[config.mk]
export PLATFORM = sky130hd
export DESIGN_NAME = cla_word_sequencer
export DESIGN_NICKNAME = d
export VERILOG_FILES = /design/src/rtl/cla_word_sequencer.sv
export SDC_FILE = /design/constraint.sdc
export NUM_CORES = 1
export LEC_CHECK = 0
export CAP_MARGIN = 15
export CORE_AREA = 2 2 74 76
export CTS_BUF_LIST = sky130_fd_sc_hd__clkbuf_2 sky130_fd_sc_hd__clkbuf_4 sky130_fd_sc_hd__clkbuf_8
export CTS_CLUSTER_DIAMETER = 100
export DETAILED_ROUTE_END_ITERATION = 8
export DIE_AREA = 0 0 76 78
export DONT_BUFFER_PORTS = 1
export PLACE_DENSITY = 0.76
export RECOVER_POWER = 100
export SKIP_LAST_GASP = 1
export SYNTH_ARGS = -nofsm -noshare
export SYNTH_HDL_FRONTEND = slang
export SYNTH_SLANG_ARGS = --single-unit
[constraint.sdc]
create_clock -name clk -period 2.41 [get_ports clk]
set_input_delay 0.482 -clock clk [delete_from_list [all_inputs] [get_ports clk]]
set_output_delay 0.482 -clock clk [all_outputs]
set_load 0.05 [all_outputs]
[src/rtl/cla_word_sequencer.sv]
// cla_word_sequencer: adds two WIDTH-bit words one nibble per cycle through a
// single shared 4-bit carry-lookahead slice. Operands arrive on a valid/ready
// handshake and the result leaves on another. The carry passes between nibbles
// only through a register, so no input reaches an output combinationally.

module carrylookahead_adder (
  input  logic [3:0] a,
  input  logic [3:0] b,
  input  logic       cin,
  output logic [3:0] sum,
  output logic       cout
);
  logic [3:0] g;
  logic [3:0] p;
  logic [4:0] c;

  assign g = a & b;
  assign p = a ^ b;

  // Every carry comes straight from generate/propagate terms and cin, with no ripple
  always_comb begin
    c[0] = cin;
    c[1] = g[0] | (p[0] & cin);
    c[2] = g[1] | (p[1] & g[0]) | (p[1] & p[0] & cin);
    c[3] = g[2] | (p[2] & g[1]) | (p[2] & p[1] & g[0]) | (p[2] & p[1] & p[0] & cin);
    c[4] = g[3] | (p[3] & g[2]) | (p[3] & p[2] & g[1]) | (p[3] & p[2] & p[1] & g[0])
         | (p[3] & p[2] & p[1] & p[0] & cin);
  end

  assign sum  = p ^ c[3:0];
  assign cout = c[4];
endmodule

module cla_word_sequencer #(
  parameter int WIDTH = 16
) (
  input  logic             clk,
  input  logic             rst_n,
  input  logic             in_valid,
  output logic             in_ready,
  input  logic [WIDTH-1:0] a,
  input  logic [WIDTH-1:0] b,
  input  logic             cin,
  output logic             out_valid,
  input  logic             out_ready,
  output logic [WIDTH-1:0] sum,
  output logic             cout,
  output logic             busy
);
  localparam int NSLICE = WIDTH / 4;
  localparam int IDX_W  = (NSLICE > 1) ? $clog2(NSLICE) : 1;

  typedef enum logic [1:0] {
    IDLE = 2'd0,
    BUSY = 2'd1,
    DONE = 2'd2
  } state_t;

  state_t           state_q;
  logic [WIDTH-1:0] a_q;
  logic [WIDTH-1:0] b_q;
  logic [WIDTH-1:0] sum_q;
  logic             carry_q;
  logic             cout_q;
  logic [IDX_W-1:0] idx_q;
  logic             in_ready_q;
  logic             out_valid_q;
  logic             busy_q;

  logic [3:0]       sl_a;
  logic [3:0]       sl_b;
  logic [3:0]       sl_sum;
  logic             sl_cout;

  // The current nibble of each latched operand is shifted down into the slice
  assign sl_a = 4'(a_q >> (4 * idx_q));
  assign sl_b = 4'(b_q >> (4 * idx_q));

  carrylookahead_adder u_slice (
    .a    (sl_a),
    .b    (sl_b),
    .cin  (carry_q),
    .sum  (sl_sum),
    .cout (sl_cout)
  );

  // Control FSM with registered handshake flags; also owns the operand, carry and result registers
  always_ff @(posedge clk or negedge rst_n) begin
    if (!rst_n) begin
      state_q     <= IDLE;
      a_q         <= '0;
      b_q         <= '0;
      sum_q       <= '0;
      carry_q     <= 1'b0;
      cout_q      <= 1'b0;
      idx_q       <= '0;
      in_ready_q  <= 1'b1;
      out_valid_q <= 1'b0;
      busy_q      <= 1'b0;
    end else begin
      case (state_q)
        IDLE: begin
          if (in_valid && in_ready_q) begin
            a_q        <= a;
            b_q        <= b;
            carry_q    <= cin;
            idx_q      <= '0;
            in_ready_q <= 1'b0;
            busy_q     <= 1'b1;
            state_q    <= BUSY;
          end
        end
        BUSY: begin
          for (int i = 0; i < NSLICE; i++) begin
            if (idx_q == IDX_W'(i)) sum_q[4*i +: 4] <= sl_sum;
          end
          carry_q <= sl_cout;
          idx_q   <= idx_q + IDX_W'(1);
          if (idx_q == IDX_W'(NSLICE - 1)) begin
            cout_q      <= sl_cout;
            busy_q      <= 1'b0;
            out_valid_q <= 1'b1;
            state_q     <= DONE;
          end
        end
        DONE: begin
          // Returning to IDLE here means a waiting producer is taken on the next cycle
          if (out_ready) begin
            out_valid_q <= 1'b0;
            in_ready_q  <= 1'b1;
            state_q     <= IDLE;
          end
        end
        default: begin
          in_ready_q  <= 1'b1;
          out_valid_q <= 1'b0;
          busy_q      <= 1'b0;
          state_q     <= IDLE;
        end
      endcase
    end
  end

  assign in_ready  = in_ready_q;
  assign out_valid = out_valid_q;
  assign busy      = busy_q;
  assign sum       = sum_q;
  assign cout      = cout_q;
endmodule

Yosys cells after proc, flatten, opt, wreduce, memory -nomap -nowiden. Cells that the tools add are included.

Add/subtract/negate cells: 1. Equal/unequal tests: 8. Shifts and indexed selects: 2. Muxes and demuxes: 17. Bitwise gates (word level): 32. Reductions and logical operators: 14.

Operators by type and width (count): 16-bit by 4-bit >> shifter with 4-bit output (2); 1-bit bitwise AND (16); 2-bit AND reduction (6); 3-bit AND reduction (4); 1-bit OR (10); 1-bit case mux with 3 select lines (3); 2-bit two-way mux (4); 4-bit XOR (2); 1-bit two-way mux (7); 2-bit equality test (second input constant) (3); 2-bit inequality test (second input constant) (3); 2-bit case mux with 3 select lines (1); 4-bit bitwise AND (1); 2-bit by 1-bit equality test with 1-bit output (second input constant) (2); 2-bit zero test (2); 2-bit case mux with 2 select lines (1); 1-bit inverter (3); 2-bit by 1-bit adder with 2-bit output (second input constant) (1); 1-bit case mux with 2 select lines (1); 2-bit nonzero test (1); 1-bit logical AND (1).

Register bits after elaboration: 57. Output and inout port bits: 20. Word-level logic and storage cells: 87.

Longest topological paths before layout. Gate-level depths: netlist of run 1.

Depth in word-level cells: 8. Gate-level depth with buffers: 6. Mapped depth without buffers: 5.

Modules after synthesis. From an unflattened synthesis of run 1, not the netlist that was laid out.

Cells, all modules: 172. Area, all modules: 2707.6 um^2.

Modules (own cells, without submodules): cla_word_sequencer (times used 1, cells each 155, area an instance 2560.0 um^2, sequential area each 1427.6 um^2); carrylookahead_adder (times used 1, cells each 17, area an instance 147.6 um^2, sequential area each 0.0 um^2).

Least setup slack after synthesis of run 1. No wires, ideal clock.

Kind: flip-flop to flip-flop. Start point: register idx_q[0]. End point: register sum_q[10], in the netlist sum[10]. Setup time: 95 ps. Data arrival time: 2246 ps. Data required time: 2315 ps. Slack: 69 ps. Stages on the path, launching flop included: 7. Clock period less this slack: 2341 ps. Path through: dfrtp_1 -> buf_2 -> mux4_2 -> ha_1 -> a211oi_2 -> nor2_1 -> o31ai_1.

Cells in the longest elaborated chain, start to end: 6.

RTL lines: start, declared (line 65) `logic [IDX_W-1:0] idx_q;`; start signal, assigned (line 118) `idx_q <= idx_q + IDX_W'(1);`; 16-bit by 4-bit >> shifter with 4-bit output (on tied branches) (line 76, 77); 4-bit XOR or 4-bit bitwise AND (tied branches) (line 18, 17); 1-bit bitwise AND (line 24) `c[2] = g[1] | (p[1] & g[0]) | (p[1] & p[0] & cin);`; 1-bit OR or 1-bit bitwise AND (tied branches) (line 24); 1-bit OR (line 24); 4-bit XOR (line 30) `assign sum = p ^ c[3:0];`; end signal, assigned by index (line 115) `if (idx_q == IDX_W'(i)) sum_q[4*i +: 4] <= sl_sum;`; end, declared (line 62) `logic [WIDTH-1:0] sum_q;`.

Parallel ways exist; a longest one is shown, timed or not. A chain may end at the register's enable or synchronous reset.

Worst setup path in the final report of run 1.
Start point: register idx_q[0]. End point: register sum_q[15], in the netlist sum[15].

Cells in the longest elaborated chain, start to end: 7.

RTL lines: 16-bit by 4-bit >> shifter with 4-bit output (on tied branches) (line 76, 77); 4-bit XOR or 4-bit bitwise AND (tied branches) (line 18, 17); 1-bit bitwise AND (line 25) `c[3] = g[2] | (p[2] & g[1]) | (p[2] & p[1] & g[0]) | (p[2] & p[1] & p[0] & cin);`; 1-bit OR or 1-bit bitwise AND (tied branches) (2 in a row) (line 25); 1-bit OR (line 25); 4-bit XOR (line 30).

Parallel ways exist; a longest one is shown, timed or not.

==> results.md, run 1 <==
- Post CTS Setup Buffer Count: 0
- Grt total ovfl: 0
- Die width: 76 um
- Yosys warns: 0
- First-pass GRT wire length: 8990 um
- Met2 wire len: 2480 um
- Peak supply drop: 0.714 mV
- Status: complete, no violations
- Area growth from synthesis to layout: 5.17%
- Final setup viols: 0
- RD Place Congestion: 0.792
- Core ar.: 0.00504 mm2
- Delay-heaviest family, CP: simple AND/OR/NAND/NOR gates
- Worst path most repeated cell: buf_4
- Setup TNS: 0 ps
- All-Layer GR Usage: 20.0%
- Post-cts gate resize count: 0
- Worst path required time: 2670 ps
- Initial DRC count: 79
- Diode count: 0
- DR top layer: met4
- CTS tree: yes
- Via count: 1647
- Clock sinks: 57
- Relative slew slack: 10.2%
- TritonCTS Buffers: 9
- Chip Height: 78 um
- Slowest Stage Delay on Critical Path: 530 ps
- Max FO, Critical Path: 9
- Max-cap check violation count: 0
- DRC: 0
- Arrival time at the worst endpoint: 2530 ps
- Final Instance Count excl. Fillers: 291
- Fin. max-slew vios: 0
- Placed insts: 274
- Port Buffer Count: 0
- Final hold violations: 0
- Met3 Routed Length: 366 um
- Synth Flop Type: dfrtp_1
- Synth Cell Area: 0.00291 mm2
- Setup Crit Path Kind: flop to flop
- Fraction of layout cells with a size suffix above 1: 17.6%
- H-tree levels: 3
- Post-synth EDFFs: 0
- Leak: 1.44 nW
- Pin count of the biggest net entering global routing: 58
- Initial Utilization: 57.6%
- Vias in the first global route: 1735
- Buf/Inv on CP: 2
- Antenna Nets Post-Route: 0
- Gate count after technology mapping: 207
- Asr flop ratio synth: 100%
- Final WL: 5270 um
- Initial antenna violation count: 0
- # IOs: 57
- Final period util: 94.4%
- Slew @ Worst Pin: 1350 ps
- Minimum clock period after layout: 2280 ps
- DP Wirelength: 3740 um
- Seq/Total Area, Yosys: 49.1%
- Pwr per Cell Area: 1650 mW/mm2
- Post-synthesis cell type count: 40
- Die ar.: 0.00593 mm2
- Worst Hold Class: input port to flop
- Via density: 5.66
- Syn_nets: 253
- # rows: 26
- Fmax: 0.439 GHz
- Worst Setup Start Kind: flop
- Unrepaired setup endpoints after global routing: no
- Maximum clock path buffer count: 2
- CP endpoint kind: flop
- Worst Skew: 6.08 ps
- Mean Syn Cell Area: 14.0 um2
- Root Buffer: clkbuf_8
- Seq cells post-synth: 57
- DR WL/cell: 18.1 um
- 1st-pass router iterations: 4
- Nets: 262
- Cell chain of the critical path: buf_4 > mux4_2 > ha_1 > a211oi_1 > buf_4 > or4_1 > nand3_1
- Met1 wire length: 2350 um
- Clock network latency to the later pin of the worst-skew pair: 330 ps
- Worst-path clk slew: 60 ps
- Slowest CP cell: or4_1
[routing by layer]
metal  track usage (%)  vias to the layer above
met3              8.02                        6
met5                 0                        -
met4              7.64                        0
met1              25.6                      811
li1                  -                      779
met2              30.8                       51
[cells in the final DEF, fill, tap and decap left out, types with 4 or more instances in the layout]
cell type,n
mux2_1,27
mux2_2,4
o31ai_1,5
dfrtp_1,56
mux2i_1,5
nand2_1,20
mux4_2,8
ha_1,8
clkbuf_8,10
inv_1,6
nand3_1,4
o21ai_0,11
or4_1,4
[kinds of logic (layout without fill, tap and decap cells)]
logic type      count (synthesis)  after routing  synth area share (%)
compound gates                 32             32                  7.28
xor+xnor                        1              1                 0.302
fa+ha+maj                       9              9                  4.13
buf+inv                        16             30                  4.39
flops                          57             57                  49.1
mux                            45             45                  23.9
simple gates                   47             47                  10.8
[power breakdown]
part / leakage [nW] / internal (mW) / switching, mW
combinational: 0.612 / 0.831 / 0.981
sequential: 0.706 / 1.38 / 0.776
clock: 0.126 / 0.709 / 0.370
[flip-flops by register name (all words and copies together), names as in the netlist]
signal and count:
a_q 16, state_q 2, busy 1, carry_q 1, sum 16, b_q 16
in_ready 1, cout 1, idx_q 2, out_valid 1
[metrics by stage]
step | utilization [%] | total power [mW] | setup slack, ps | hold slack (ps) | cell area, um2
CTS | 63.9 | 5.36 | 109 | 7.66 | 3220
detailed placement | 58.6 | 4.23 | 184 | 188 | 2950
global route | 60.6 | 5.40 | 14.4 | 265 | 3060
finish | 60.6 | 5.05 | 134 | 288 | 3060
floorplan | - | 3.70 | 69.1 | 186 | 2910
global placement | 58.6 | 4.16 | 223 | 187 | 2950
[cell usage after synthesis, types with 2 or more instances]
| library cell | count | area share (%) |
|---|---|---|
| a21oi_1 | 3 | 0.52 |
| buf_12 | 3 | 2.1 |
| buf_2 | 3 | 0.52 |
| buf_6 | 2 | 0.78 |
| clkbuf_1 | 2 | 0.26 |
| dfrtp_1 | 56 | 48 |
| ha_1 | 8 | 3.4 |
| inv_1 | 6 | 0.78 |
| mux2_2 | 4 | 1.6 |
| mux2_4 | 28 | 14 |
| mux2i_1 | 5 | 1.7 |
| mux4_2 | 8 | 6.2 |
| nand2_1 | 20 | 2.6 |
| nand2b_1 | 2 | 0.43 |
| nand3_1 | 4 | 0.69 |
| nand3b_4 | 4 | 2.8 |
| nor2_1 | 3 | 0.39 |
| nor2b_1 | 3 | 0.65 |
| o2111ai_1 | 3 | 0.90 |
| o211ai_1 | 2 | 0.52 |
| o21ai_0 | 11 | 1.9 |
| o31ai_1 | 5 | 1.3 |
| or3_1 | 2 | 0.43 |
| or4_1 | 4 | 1.0 |
[final cells by class]
| type | count | area, um2 |
|---|---|---|
| inverters | 6 | 22.5 |
| well taps | 70 | 87.6 |
| flip-flops and latches | 57 | 1430 |
| multi-input cells | 134 | 1220 |
| clock inverters | 6 | 105 |
| clock buffers | 10 | 138 |
| repair buffers | 8 | 58.8 |
| fillers | 420 | 1990 |
[worst paths after layout]
path | from | endpoint | slack [ps] | cells past startpoint
max | idx_q[0] | sum[15] | 130 | 7
min | b[4] | b_q[4] | 290 | 1
max reg2reg | idx_q[0] | sum[15] | 130 | 7
min reg2reg | b_q[7] | b_q[7] | 490 | 1
max in group asynchronous | rst_n | state_q[0] | 1140 | 1
min in group asynchronous | rst_n | sum[9] | 460 | 1
[what timing repair did]
item                                    CTS  global route
endpoints found under the setup margin    0             0
endpoints found under the hold margin    57             0
hold buffers                              1             0
Note: power is estimated with default switching activity, not from simulation.
==> run 2: changes to the inputs <==
- ABC_CLOCK_PERIOD_IN_PS: default -> 2410
==> results of run 2 <==
Same layout as run 1: the final DEF is identical, and so are final timing and power.
==> variant 1, RTL diff (config.mk and constraints of run 1) <==
The parameter `WIDTH` goes from 16 to 32.
--- a/src/rtl/cla_word_sequencer.sv
+++ b/src/rtl/cla_word_sequencer.sv
@@ -34,3 +34,3 @@
 module cla_word_sequencer #(
-  parameter int WIDTH = 16
+  parameter int WIDTH = 32
 ) (
Ports: changed (resized a, b and sum); port bits go from 57 to 105. The function was not compared with the original's and may differ.
==> variant 1 against run 1 <==
- area after synthesis is 75% higher
- the flow now stops in global placement without I/O (3_1_place_gp_skip_io)
==> variant 1: results (changes against run 1) <==
Synth
  – Most instantiated cells after synthesis: 105 x dfrtp_1, 57 x mux2_2, 56 x nand2_1
  – Synth Instances: 388 (+87%)
  – Count of cell types in the netlist: 50 (+25%)
  – Register area share after synthesis: 52.11% (+3.0 points)
  – Fraction of registers with async set/reset: 100.0% (unchanged)
  – Ys Warns: 0 (unchanged)
  – Synth Register Bits: 106 (+86%)
  – Synth area leader: dfrtp_1
  – Mapped Nets: 468 (+85%)
  – Largest cells by area after synthesis: dfrtp_1 52%, mux2_2 13%, mux4_2 7.1%

Status
  – Log Error: [ERROR GPL-0301] Utilization 109.069 % exceeds 100%.
  – Status: aborted with a tool error
  – Last stage reached: global placement without I/O (3_1_place_gp_skip_io)

Floorplan
  – Num rows: 26 (unchanged)
## variant 1: cell families after synthesis
family | share of synthesized area (%)
XOR/XNOR | 0.1720
buffers and inverters | 3.759
AO/OA/AOI/OAI | 6.437
adder cells (fa/ha/maj) | 2.850
multiplexers | 23.51
flip-flops | 52.11
AND/OR/NAND/NOR | 11.15
==> variant 2, RTL diff (config.mk and constraints of run 1) <==
Made on the original files. Re-encode `state_t` (3 states) as one-hot, 3 bits wide.
--- a/src/rtl/cla_word_sequencer.sv
+++ b/src/rtl/cla_word_sequencer.sv
@@ -52,6 +52,6 @@
 
-  typedef enum logic [1:0] {
-    IDLE = 2'd0,
-    BUSY = 2'd1,
-    DONE = 2'd2
+  typedef enum logic [2:0] {
+    IDLE = 3'b001,
+    BUSY = 3'b010,
+    DONE = 3'b100
   } state_t;
Check against the original RTL: no difference found for any inputs over 10 cycles, from zero or initial values and one cycle with rst_n low; not proved beyond that.
==> variant 2 against run 1 <==
- final cell count rose by 21%
- routed wire length rose by 3.7%
- clock power fell by 16%
- worst setup slack got worse by 1.9 ps
- sequential cell count rose by 1
- sequential share of layout area rose by 3.1 points
- power fell by 9.1%
- cell area fell by 4.4%
- area after synthesis fell by 9.4%
- critical path type unchanged
==> variant 2: results (changes against run 1) <==
Critical path
  – Max incr delay on CP: 500 ps (-30 ps)
  – Slowest CP cell: mux4_2
  – Cell family with most CP delay: multiplexers
  – Worst-path fanout max: 5 (-4)

Global route
  – Vias in the first global route: 1,919 (+11%)
  – Met2 Use GR: 32.77% (+2.0 points)
  – Met3 GRT Util: 9.535% (+1.5 points)
  – All-layer global routing usage: 20.82% (+0.83 points)
  – Met1 usage: 25.16% (-0.41 points)
  – First-pass GRT wire length: 9.294 mm (+3.4%)
  – Most Crowded Layer GR: met2
  – Largest net degree at the start of global routing: 59 (+1.7%)

Min path
  – HP Class: in -> reg

Finish
  – Nets: 323 (+23%)
  – Fraction of layout cells with a size suffix above 1: 11.70% (-5.9 points)
  – FILL cells: 457 (+8.8%)

Synth
  – Most instantiated cells after synthesis: 118 x nand2_1, 56 x dfrtp_1, 21 x o21ai_0
  – Largest cells by area after synthesis: dfrtp_1 53%, nand2_1 17%, mux4_2 6.8%
  – Fraction of registers with async set/reset: 100.0% (unchanged)
  – Synth Instances: 269 (+30%)
  – Count of cell types in the netlist: 28 (-30%)
  – Ys Warns: 0 (unchanged)
  – Register area share after synthesis: 55.25% (+6.1 points)

Placed design
  – GPL Wtd Cong: 0.7897 (-0.34%)
  – Dpl cells: 334 (+22%)
  – PortBufs: 0 (unchanged)
  – DP HPWL: 3.742 mm (about the same)

Power
  – Maximum VDD drop: 0.6638 mV (-7.0%)
  – Leak pwr: 1.426 nW (-1.3%)

Route
  – WL/cell: 15.52 um (-14%)
  – Vias per inst: 5.278 (-6.7%)
  – Total Wirelength: 5.462 mm (+3.7%)
  – Drt first-iter violations: 148 (+87%)
  – TritonRoute pass-1 iters: 4 (unchanged)

Status
  – Status: finished clean

Clock network
  – TritonCTS buffer count: 9 (unchanged)
  – Worst skew pair latency: 340 ps
  – Root Buffer: clkbuf_8
  – Setup repair bufs after CTS: 0 (unchanged)

Timing
  – Slew headroom: 7.367% (-2.9 points)
  – Layout Skew: 7.462 ps (+1.380 ps)
variant 2: worst paths after layout:
kind / from / end / slack, ps / cells after the start
max: idx_q[0]$_DFFE_PN0P_ / sum[15]$_DFFE_PN0P_ / 130 / 7
min: a[0] / a_q[0]$_DFFE_PN0P_ / 240 / 2
max reg2reg: idx_q[0]$_DFFE_PN0P_ / sum[15]$_DFFE_PN0P_ / 130 / 7
min reg2reg: a_q[8]$_DFFE_PN0P_ / a_q[8]$_DFFE_PN0P_ / 470 / 2
max in group asynchronous: rst_n / idx_q[0]$_DFFE_PN0P_ / 450 / 2
min in group asynchronous: rst_n / out_valid$_DFFE_PN0P_ / 1020 / 2
variant 2: cells by family (layout without fill, tap and decap cells):
| logic type | Yosys count | count (layout) | share of synthesized area [%] |
|---|---|---|---|
| mux | 9 | 9 | 7.228 |
| xor+xnor | 3 | 3 | 0.9988 |
| buf+inv | 16 | 29 | 2.805 |
| flops | 58 | 58 | 55.25 |
| fa+ha+maj | 9 | 9 | 4.565 |
| compound gates | 37 | 37 | 7.799 |
| simple gates | 137 | 137 | 21.35 |
variant 2: area by class of cell:
class                   instances  area (um2)  share of cell area (%)
flip-flops and latches         58        1455                   49.81
inverters                       6       22.52                  0.7709
well taps                      70       87.58                   2.998
clock inverters                 5       53.80                   1.842
repair buffers                  7       47.55                   1.627
clock buffers                  11       145.1                   4.968
multi-input cells             195        1110                   37.99
variant 2: report_power, final:
group	internal, mW	switching, mW	leakage, nW
combinational	0.681	0.894	0.583
clock	0.513	0.392	0.106
sequential	1.38	0.723	0.736
total	2.58	2.01	1.43
variant 2: through the flow:
stage          setup WS [ps]  util (%)  instance area [um2]
4_1_cts                19.75     58.36                 2943
2_1_floorplan          46.33         -                 2631
3_5_place_dp          -12.18     53.65                 2705
6_report               132.2     57.94                 2922
3_3_place_gp           68.60     53.65                 2705
5_1_grt               -9.001     57.94                 2922
variant 2: repair_timing:
action,4_1_cts,5_1_grt
hold buffers,2,0
hold endpoints to repair,58,0
resized for setup,1,3
setup endpoints to repair,4,4
pin swaps,1,1
variant 2: layer usage:
metal  up-vias  routed length [um]  part of all wire, %
met5         -                   0                    0
met3        11                 367                  6.7
li1        903                   -                    -
met4         0                  94                  1.7
met1       885                2428                   44
met2        59                2571                   47
